**src/rtl/touch_ui_pkg.sv**
```systemverilog
// Shared definitions for the touch button UI.
//   - FSM state and event enums used by touch_button_grid
//   - report-strobe synchroniser constants
//   - default button geometry, also used by the LCD overlay renderer
package touch_ui_pkg;

    typedef enum logic [1:0] {
        ST_IDLE,
        ST_ARMED,
        ST_PRESSED,
        ST_LONG
    } btn_state_e;

    typedef enum logic [2:0] {
        EV_NONE,
        EV_PRESS,
        EV_LONG,
        EV_REPEAT,
        EV_RELEASE
    } btn_event_e;

    // touch_int synchroniser: depth and idle (preset) level
    localparam int   SYNC_STAGES   = 2;
    localparam logic SYNC_IDLE_LVL = 1'b1;

    localparam int COORD_W = 12;

    // Default geometry in pixels
    localparam int DEF_ROWS    = 4;
    localparam int DEF_COLS    = 3;
    localparam int DEF_X0      = 480;
    localparam int DEF_Y0      = 160;
    localparam int DEF_BTN_W   = 85;
    localparam int DEF_BTN_H   = 60;
    localparam int DEF_PITCH_X = 106;
    localparam int DEF_PITCH_Y = 80;

endpackage

```
**src/rtl/grid_hit_decode.sv**
```systemverilog
// Registered coordinate-to-button decoder.
//   clk_i, rst_ni : clock, synchronous active-low reset
//   x_i, y_i      : touch coordinates
//   hit_idx_o     : r*COLS+c of the first hit cell (row-major), ROWS*COLS if none
// Cell edges are inclusive: X0+c*PITCH_X <= x <= X0+c*PITCH_X+BTN_W.
module grid_hit_decode
    import touch_ui_pkg::*;
#(
    parameter int ROWS    = DEF_ROWS,
    parameter int COLS    = DEF_COLS,
    parameter int X0      = DEF_X0,
    parameter int Y0      = DEF_Y0,
    parameter int BTN_W   = DEF_BTN_W,
    parameter int BTN_H   = DEF_BTN_H,
    parameter int PITCH_X = DEF_PITCH_X,
    parameter int PITCH_Y = DEF_PITCH_Y,
    parameter int IDX_W   = $clog2(ROWS*COLS+1)
) (
    input  logic               clk_i,
    input  logic               rst_ni,
    input  logic [COORD_W-1:0] x_i,
    input  logic [COORD_W-1:0] y_i,
    output logic [IDX_W-1:0]   hit_idx_o
);
    localparam int N = ROWS*COLS;

    logic [31:0]               xw, yw;
    logic [COLS-1:0]           col_hit;
    logic [ROWS-1:0]           row_hit;
    logic [N-1:0]              cell_hit;
    // chain[i] = first hit index at or above i; lowest index wins
    logic [N:0][IDX_W-1:0]     chain;
    logic [IDX_W-1:0]          hit_q;

    assign xw = {{(32-COORD_W){1'b0}}, x_i};
    assign yw = {{(32-COORD_W){1'b0}}, y_i};

    for (genvar c = 0; c < COLS; c++) begin : g_col
        localparam int LO = X0 + c*PITCH_X;
        assign col_hit[c] = (xw >= 32'(LO)) && (xw <= 32'(LO + BTN_W));
    end

    for (genvar r = 0; r < ROWS; r++) begin : g_row
        localparam int LO = Y0 + r*PITCH_Y;
        assign row_hit[r] = (yw >= 32'(LO)) && (yw <= 32'(LO + BTN_H));
        for (genvar c = 0; c < COLS; c++) begin : g_cell
            assign cell_hit[r*COLS+c] = row_hit[r] & col_hit[c];
        end
    end

    assign chain[N] = IDX_W'(N);
    for (genvar i = 0; i < N; i++) begin : g_pri
        assign chain[i] = cell_hit[i] ? IDX_W'(i) : chain[i+1];
    end

    always_ff @(posedge clk_i) begin
        if (!rst_ni) hit_q <= IDX_W'(N);
        else         hit_q <= chain[0];
    end

    assign hit_idx_o = hit_q;

endmodule

```
**src/rtl/touch_button_grid.sv**
```systemverilog
// Touch-controller front end for a ROWS x COLS grid of soft buttons.
//   pclk, rst_n         : clock, synchronous active-low reset
//   touch_int           : controller interrupt, falling edge = one report
//   touch_x, touch_y    : report coordinates
//   btn_press/long/repeat/release : one-hot single-cycle events
//   btn_held            : one-hot level while the button is PRESSED or LONG
//   active_idx          : tracked button, N when none
module touch_button_grid
    import touch_ui_pkg::*;
#(
    parameter int ROWS           = DEF_ROWS,
    parameter int COLS           = DEF_COLS,
    parameter int X0             = DEF_X0,
    parameter int Y0             = DEF_Y0,
    parameter int BTN_W          = DEF_BTN_W,
    parameter int BTN_H          = DEF_BTN_H,
    parameter int PITCH_X        = DEF_PITCH_X,
    parameter int PITCH_Y        = DEF_PITCH_Y,
    parameter int DEB_REPORTS    = 31,
    parameter int LONG_REPORTS   = 31,
    parameter int REPEAT_REPORTS = 8,
    parameter int RELEASE_CYC    = 11000000
) (
    input  logic                             pclk,
    input  logic                             rst_n,
    input  logic                             touch_int,
    input  logic [COORD_W-1:0]               touch_x,
    input  logic [COORD_W-1:0]               touch_y,
    output logic [ROWS*COLS-1:0]             btn_press,
    output logic [ROWS*COLS-1:0]             btn_long,
    output logic [ROWS*COLS-1:0]             btn_repeat,
    output logic [ROWS*COLS-1:0]             btn_release,
    output logic [ROWS*COLS-1:0]             btn_held,
    output logic [$clog2(ROWS*COLS+1)-1:0]   active_idx
);
    localparam int N       = ROWS*COLS;
    localparam int IDX_W   = $clog2(N+1);
    localparam int DEB_W   = $clog2(DEB_REPORTS+1);
    localparam int REP_CAP = (LONG_REPORTS > REPEAT_REPORTS) ? LONG_REPORTS : REPEAT_REPORTS;
    localparam int REP_W   = $clog2(REP_CAP+1);
    localparam int REL_W   = $clog2(RELEASE_CYC+1);

    localparam logic [IDX_W-1:0] NONE_IDX = IDX_W'(N);
    localparam logic [DEB_W-1:0] DEB_MAX  = DEB_W'(DEB_REPORTS);
    localparam logic [REP_W-1:0] LONG_MAX = REP_W'(LONG_REPORTS);
    localparam logic [REP_W-1:0] RPT_MAX  = REP_W'(REPEAT_REPORTS);
    localparam logic [REP_W-1:0] REP_SAT  = REP_W'(REP_CAP);
    localparam logic [REL_W-1:0] REL_MAX  = REL_W'(RELEASE_CYC);
    localparam logic [N-1:0]     OH1      = N'(1);

    logic [SYNC_STAGES-1:0] sync_q;
    logic                   rpt;
    logic [IDX_W-1:0]       hit_idx;

    btn_state_e       state_q, state_d;
    btn_event_e       ev_q, ev_d;
    logic [IDX_W-1:0] idx_q, idx_d, ev_idx_q, ev_idx_d;
    logic [DEB_W-1:0] deb_q, deb_d, deb_inc;
    logic [REP_W-1:0] rep_q, rep_d, rep_inc;
    logic [REL_W-1:0] rel_q, rel_d, rel_inc;
    logic             same, valid, rel_done;

    // Sync flops idle high so reset never fabricates a report edge
    always_ff @(posedge pclk) begin
        if (!rst_n) sync_q <= {SYNC_STAGES{SYNC_IDLE_LVL}};
        else        sync_q <= {sync_q[SYNC_STAGES-2:0], touch_int};
    end
    assign rpt = sync_q[SYNC_STAGES-1] & ~sync_q[SYNC_STAGES-2];

    grid_hit_decode #(
        .ROWS(ROWS), .COLS(COLS), .X0(X0), .Y0(Y0),
        .BTN_W(BTN_W), .BTN_H(BTN_H), .PITCH_X(PITCH_X), .PITCH_Y(PITCH_Y),
        .IDX_W(IDX_W)
    ) u_hit (
        .clk_i    (pclk),
        .rst_ni   (rst_n),
        .x_i      (touch_x),
        .y_i      (touch_y),
        .hit_idx_o(hit_idx)
    );

    assign same     = (hit_idx == idx_q);
    assign valid    = (hit_idx != NONE_IDX);
    assign deb_inc  = (deb_q == DEB_MAX) ? deb_q : deb_q + 1'b1;
    assign rep_inc  = (rep_q == REP_SAT) ? rep_q : rep_q + 1'b1;
    assign rel_inc  = (rel_q == REL_MAX) ? rel_q : rel_q + 1'b1;
    // Quiet-time expiry: the count reaches RELEASE_CYC on this cycle
    assign rel_done = !rpt && (rel_inc == REL_MAX);

    always_ff @(posedge pclk) begin
        if (!rst_n) begin
            state_q  <= ST_IDLE;
            ev_q     <= EV_NONE;
            idx_q    <= NONE_IDX;
            ev_idx_q <= NONE_IDX;
            deb_q    <= '0;
            rep_q    <= '0;
            rel_q    <= '0;
        end else begin
            state_q  <= state_d;
            ev_q     <= ev_d;
            idx_q    <= idx_d;
            ev_idx_q <= ev_idx_d;
            deb_q    <= deb_d;
            rep_q    <= rep_d;
            rel_q    <= rel_d;
        end
    end

    always_comb begin
        state_d  = state_q;
        ev_d     = EV_NONE;
        idx_d    = idx_q;
        ev_idx_d = idx_q;
        deb_d    = deb_q;
        rep_d    = rep_q;
        rel_d    = rpt ? '0 : rel_inc;
        case (state_q)
            ST_IDLE: begin
                rel_d = '0;
                if (rpt && valid) begin
                    idx_d = hit_idx;
                    deb_d = DEB_W'(1);
                    rep_d = '0;
                    if (DEB_REPORTS == 1) begin
                        state_d  = ST_PRESSED;
                        ev_d     = EV_PRESS;
                        ev_idx_d = hit_idx;
                    end else begin
                        state_d  = ST_ARMED;
                    end
                end
            end
            ST_ARMED: begin
                if (rpt && same) begin
                    deb_d = deb_inc;
                    if (deb_inc == DEB_MAX) begin
                        state_d = ST_PRESSED;
                        ev_d    = EV_PRESS;
                        rep_d   = '0;
                    end
                end else if (rpt && valid) begin
                    idx_d = hit_idx;
                    deb_d = DEB_W'(1);
                end else if (rpt || rel_done) begin
                    state_d = ST_IDLE;
                    idx_d   = NONE_IDX;
                    rel_d   = '0;
                end
            end
            ST_PRESSED, ST_LONG: begin
                if (rpt && same) begin
                    rep_d = rep_inc;
                    if (rep_inc == ((state_q == ST_PRESSED) ? LONG_MAX : RPT_MAX)) begin
                        ev_d    = (state_q == ST_PRESSED) ? EV_LONG : EV_REPEAT;
                        rep_d   = '0;
                        state_d = ST_LONG;
                    end
                end else if (rpt || rel_done) begin
                    // slide-off or lift: the new button, if any, starts from IDLE
                    ev_d    = EV_RELEASE;
                    state_d = ST_IDLE;
                    idx_d   = NONE_IDX;
                    rel_d   = '0;
                end
            end
            default: state_d = ST_IDLE;
        endcase
    end

    logic [N-1:0] ev_oh;
    assign ev_oh = OH1 << ev_idx_q;

    assign btn_press   = (ev_q == EV_PRESS)   ? ev_oh : '0;
    assign btn_long    = (ev_q == EV_LONG)    ? ev_oh : '0;
    assign btn_repeat  = (ev_q == EV_REPEAT)  ? ev_oh : '0;
    assign btn_release = (ev_q == EV_RELEASE) ? ev_oh : '0;
    assign btn_held    = (state_q == ST_PRESSED || state_q == ST_LONG) ? (OH1 << idx_q) : '0;
    assign active_idx  = idx_q;

endmodule

```
**config.mk**
```make
export PLATFORM = sky130hd
export DESIGN_NAME = touch_button_grid
export DESIGN_NICKNAME = d
export VERILOG_FILES = /design/src/rtl/touch_ui_pkg.sv /design/src/rtl/grid_hit_decode.sv /design/src/rtl/touch_button_grid.sv
export SDC_FILE = /design/constraint.sdc
export NUM_CORES = 1
export LEC_CHECK = 0
export ABC_AREA = 1
export CORE_MARGIN = 1
export CORE_UTILIZATION = 51
export CTS_CLUSTER_SIZE = 30
export DETAILED_ROUTE_END_ITERATION = 10
export MAX_ROUTING_LAYER = met4
export PLACE_DENSITY = 0.82
export SLEW_MARGIN = 20
export SYNTH_ARGS = -nofsm -noshare
export SYNTH_HDL_FRONTEND = slang
export SYNTH_SLANG_ARGS = --single-unit
```
**constraint.sdc**
```tcl
create_clock -name pclk -period 2.4 [get_ports pclk]
set_clock_uncertainty 0.1 [all_clocks]
set_input_delay 0.48 -clock pclk [delete_from_list [all_inputs] [get_ports pclk]]
set_output_delay 0.48 -clock pclk [all_outputs]
set_load 0.01 [all_outputs]
```
==> out/results.ini <==
[final_layout]
final_layout_size_suffix_gt1_frac=0.105
fin_nets=795
utilization=0.712
final_cells=864
antenna_cells=0
layout_commonest_cell=nand2_1
area_growth_syn_to_layout_pct=35.3
final_cell_mix=nand2_1, nor2_1, inv_1, clkdlybuf4s50_1

[synth]
syn_area_mm2=0.00381
synth_area_leaders=dfxtp_1, nand2_1, nor2_1, inv_1, nand3_1
synth_top_area_cell=dfxtp_1
yosys_most_used_dff=dfxtp_1
synthArstFlopShare=0
yosysWarnings=0
synthCells=665
syn_avg_cell_area_um2=5.73
synth_edf_count=0
ys_ff_latch=53
synthAdderAreaFrac=0.0131
ys_seq_area_frac=0.278
synthSimpleGateAreaFrac=0.472
yosysTopAreaCellShare=0.278
synth_top_family_by_area=simple AND/OR/NAND/NOR gates
synth-xor-area-share=0.0253
syn_nets=696
synth_cell_types=36
synthMuxAreaShare=0
synth_compound_area_frac=0.112

[sta]
finalSetupViolCount=0
layout_min_cycle_time_ps=2310
tightest_slew_ps=555
finalHoldViolCount=0
slew_violations=0
fmax_ghz=0.433
max-slew-margin-rel=0.627
finalCritPeriodShare=0.963

[floorplan]
pin_count=91
core_mm2=0.00725
die_y_um=88.5
die_x_um=88.5
start_util=0.526
die_area_mm2=0.00783
placementRows=31

[global_route]
grt-ovfl-total=0
grt_pass1_vias=3929
antenna_found_initial=0
grt_pass1_wl_um=16800
grtUsageTotal=0.276
grt_max_degree=18

[pwr]
power_density_mw_per_mm2=368
p_leak_nw=2.22
vdd_drop_max_uv=300

[worst_setup_path]
worst_setup_path_end_kind=primary output
path_class=flip-flop to primary output
cp.required_ps=1820
cp.arrival_ps=1730
critPathMaxFanout=8
critPathLaunchType=flip-flop

[drt]
drt-pass1-iter-count=5
route.met3.wl_um=621
postRouteAntennaNets=0
route.detailed.drc=0
num_vias=4556
wl_met2_um=5290
wl_per_cell_um=12.4
drtIter0Drc=233
routed.top_layer=met4
wl_um=10700
routed_via_density=5.27
routedLengthMet1_um=4700

[placement]
dpl.hpwl_um=8180
dp_cells=854
gp_congestion=0.891
numPortBuffers=89

[clock_tree]
path_clk_slew_ps=90
clock_latency_ps=320
htree_num_levels=2
clock_path_buffers=2
root_buffer=clkbuf_8
cts_made_buffers=5
holdBufCountCts=0
clkSinkCount=53
cts_tree=done

[outcome]
status=finished clean

[hold_path]
hold_path_class=flip-flop to flip-flop

[run]
maxCapViolCount=0

==> layout make-up <==
| type | count | area [um^2] |
|---|---|---|
| sequential | 53 | 1070 |
| fill | 657 | 2090 |
| timing repair buffer | 104 | 1040 |
| inverter | 85 | 319 |
| multi-input combinational | 515 | 2520 |
| clock inverter | 3 | 21.3 |
| tap | 99 | 124 |
| clock buffer | 5 | 68.8 |
==> Yosys cell counts, drive strengths merged (2+ instances only) <==
cell	instances
o21bai	2
dfxtp	53
ha	4
nand2	167
a21oi	29
xor2	10
clkbuf	8
nor3	11
or2	7
a211oi	6
nand3	58
o22ai	2
a41oi	3
nor2	166
nand4	13
o211ai	2
buf	5
o21ai	27
inv	84
==> registers in the layout, indices dropped and copies added, names as in the netlist <==
signal           flops
active_idx           4
deb_q                5
ev_idx_q             4
ev_q                 3
rel_q               24
rep_q                5
state_q              2
sync_q               2
u_hit.hit_idx_o      4
==> report_power, final <==
part / total, mW / internal (mW) / switching [mW] / leakage (nW)
registers: 0.972 / 0.917 / 0.0552 / 0.432
logic: 0.406 / 0.167 / 0.239 / 1.74
clock network: 0.519 / 0.208 / 0.311 / 0.0445
==> repair_timing <==
item                                    CTS  global route
gates cloned                              0             1
pin swaps                                 0             5
buffers inserted                          0             1
endpoints found under the setup margin   26            71
gates resized for setup                   6            49
==> path summary, 6_finish.rpt <==
check / endpoint / start / cells after the start / slack [ps]
worst min register to register: sync_q[1]$_SDFF_PN1_ / sync_q[0]$_SDFF_PN1_ / 2 / 330
worst max register to register: state_q[0]$_SDFFE_PN0P_ / rel_q[0]$_SDFF_PN0_ / 14 / 140
worst min-delay path: sync_q[1]$_SDFF_PN1_ / sync_q[0]$_SDFF_PN1_ / 2 / 330
worst max-delay path: btn_repeat[0] / ev_idx_q[2]$_SDFF_PN1_ / 5 / 90
==> critical path, stage by stage (launching register included) <==
cell and delay, ps:
dfxtp_1 310, clkinv_1 70, buf_4 170, nand3_1 150, nor2_1 160, clkdlybuf4s50_1 550
==> layer usage <==
metal | track usage | up-vias
met1 | 0.332 | 2050
met3 | 0.0364 | 10
li1 | - | 2320
met4 | 0.0674 | 0
met2 | 0.485 | 176
met5 | - | -
==> kinds of logic (layout without fill, tap and decap cells) <==
family,count (synthesis),in the layout
AND/OR/NAND/NOR,424,425
AO/OA/AOI/OAI,75,75
flip-flops,53,53
XOR/XNOR,11,11
buffers and inverters,98,197
adder cells (fa/ha/maj),4,4
==> through the flow <==
step | power (mW) | setup WS, ps | hold slack (ps) | cell area, um^2 | TNS, ps
floorplan | 1.21 | 401 | 292 | 3810 | 0
global placement | 1.35 | 33.5 | 305 | 4870 | 0
detailed placement | 1.36 | 12.9 | 311 | 4870 | 0
CTS | 1.88 | -47.7 | 335 | 4980 | -550
global route | 2.00 | -31.1 | 391 | 5160 | -104
finish | 1.90 | 89.8 | 331 | 5160 | 0
Power figures use the tool's default switching activity.
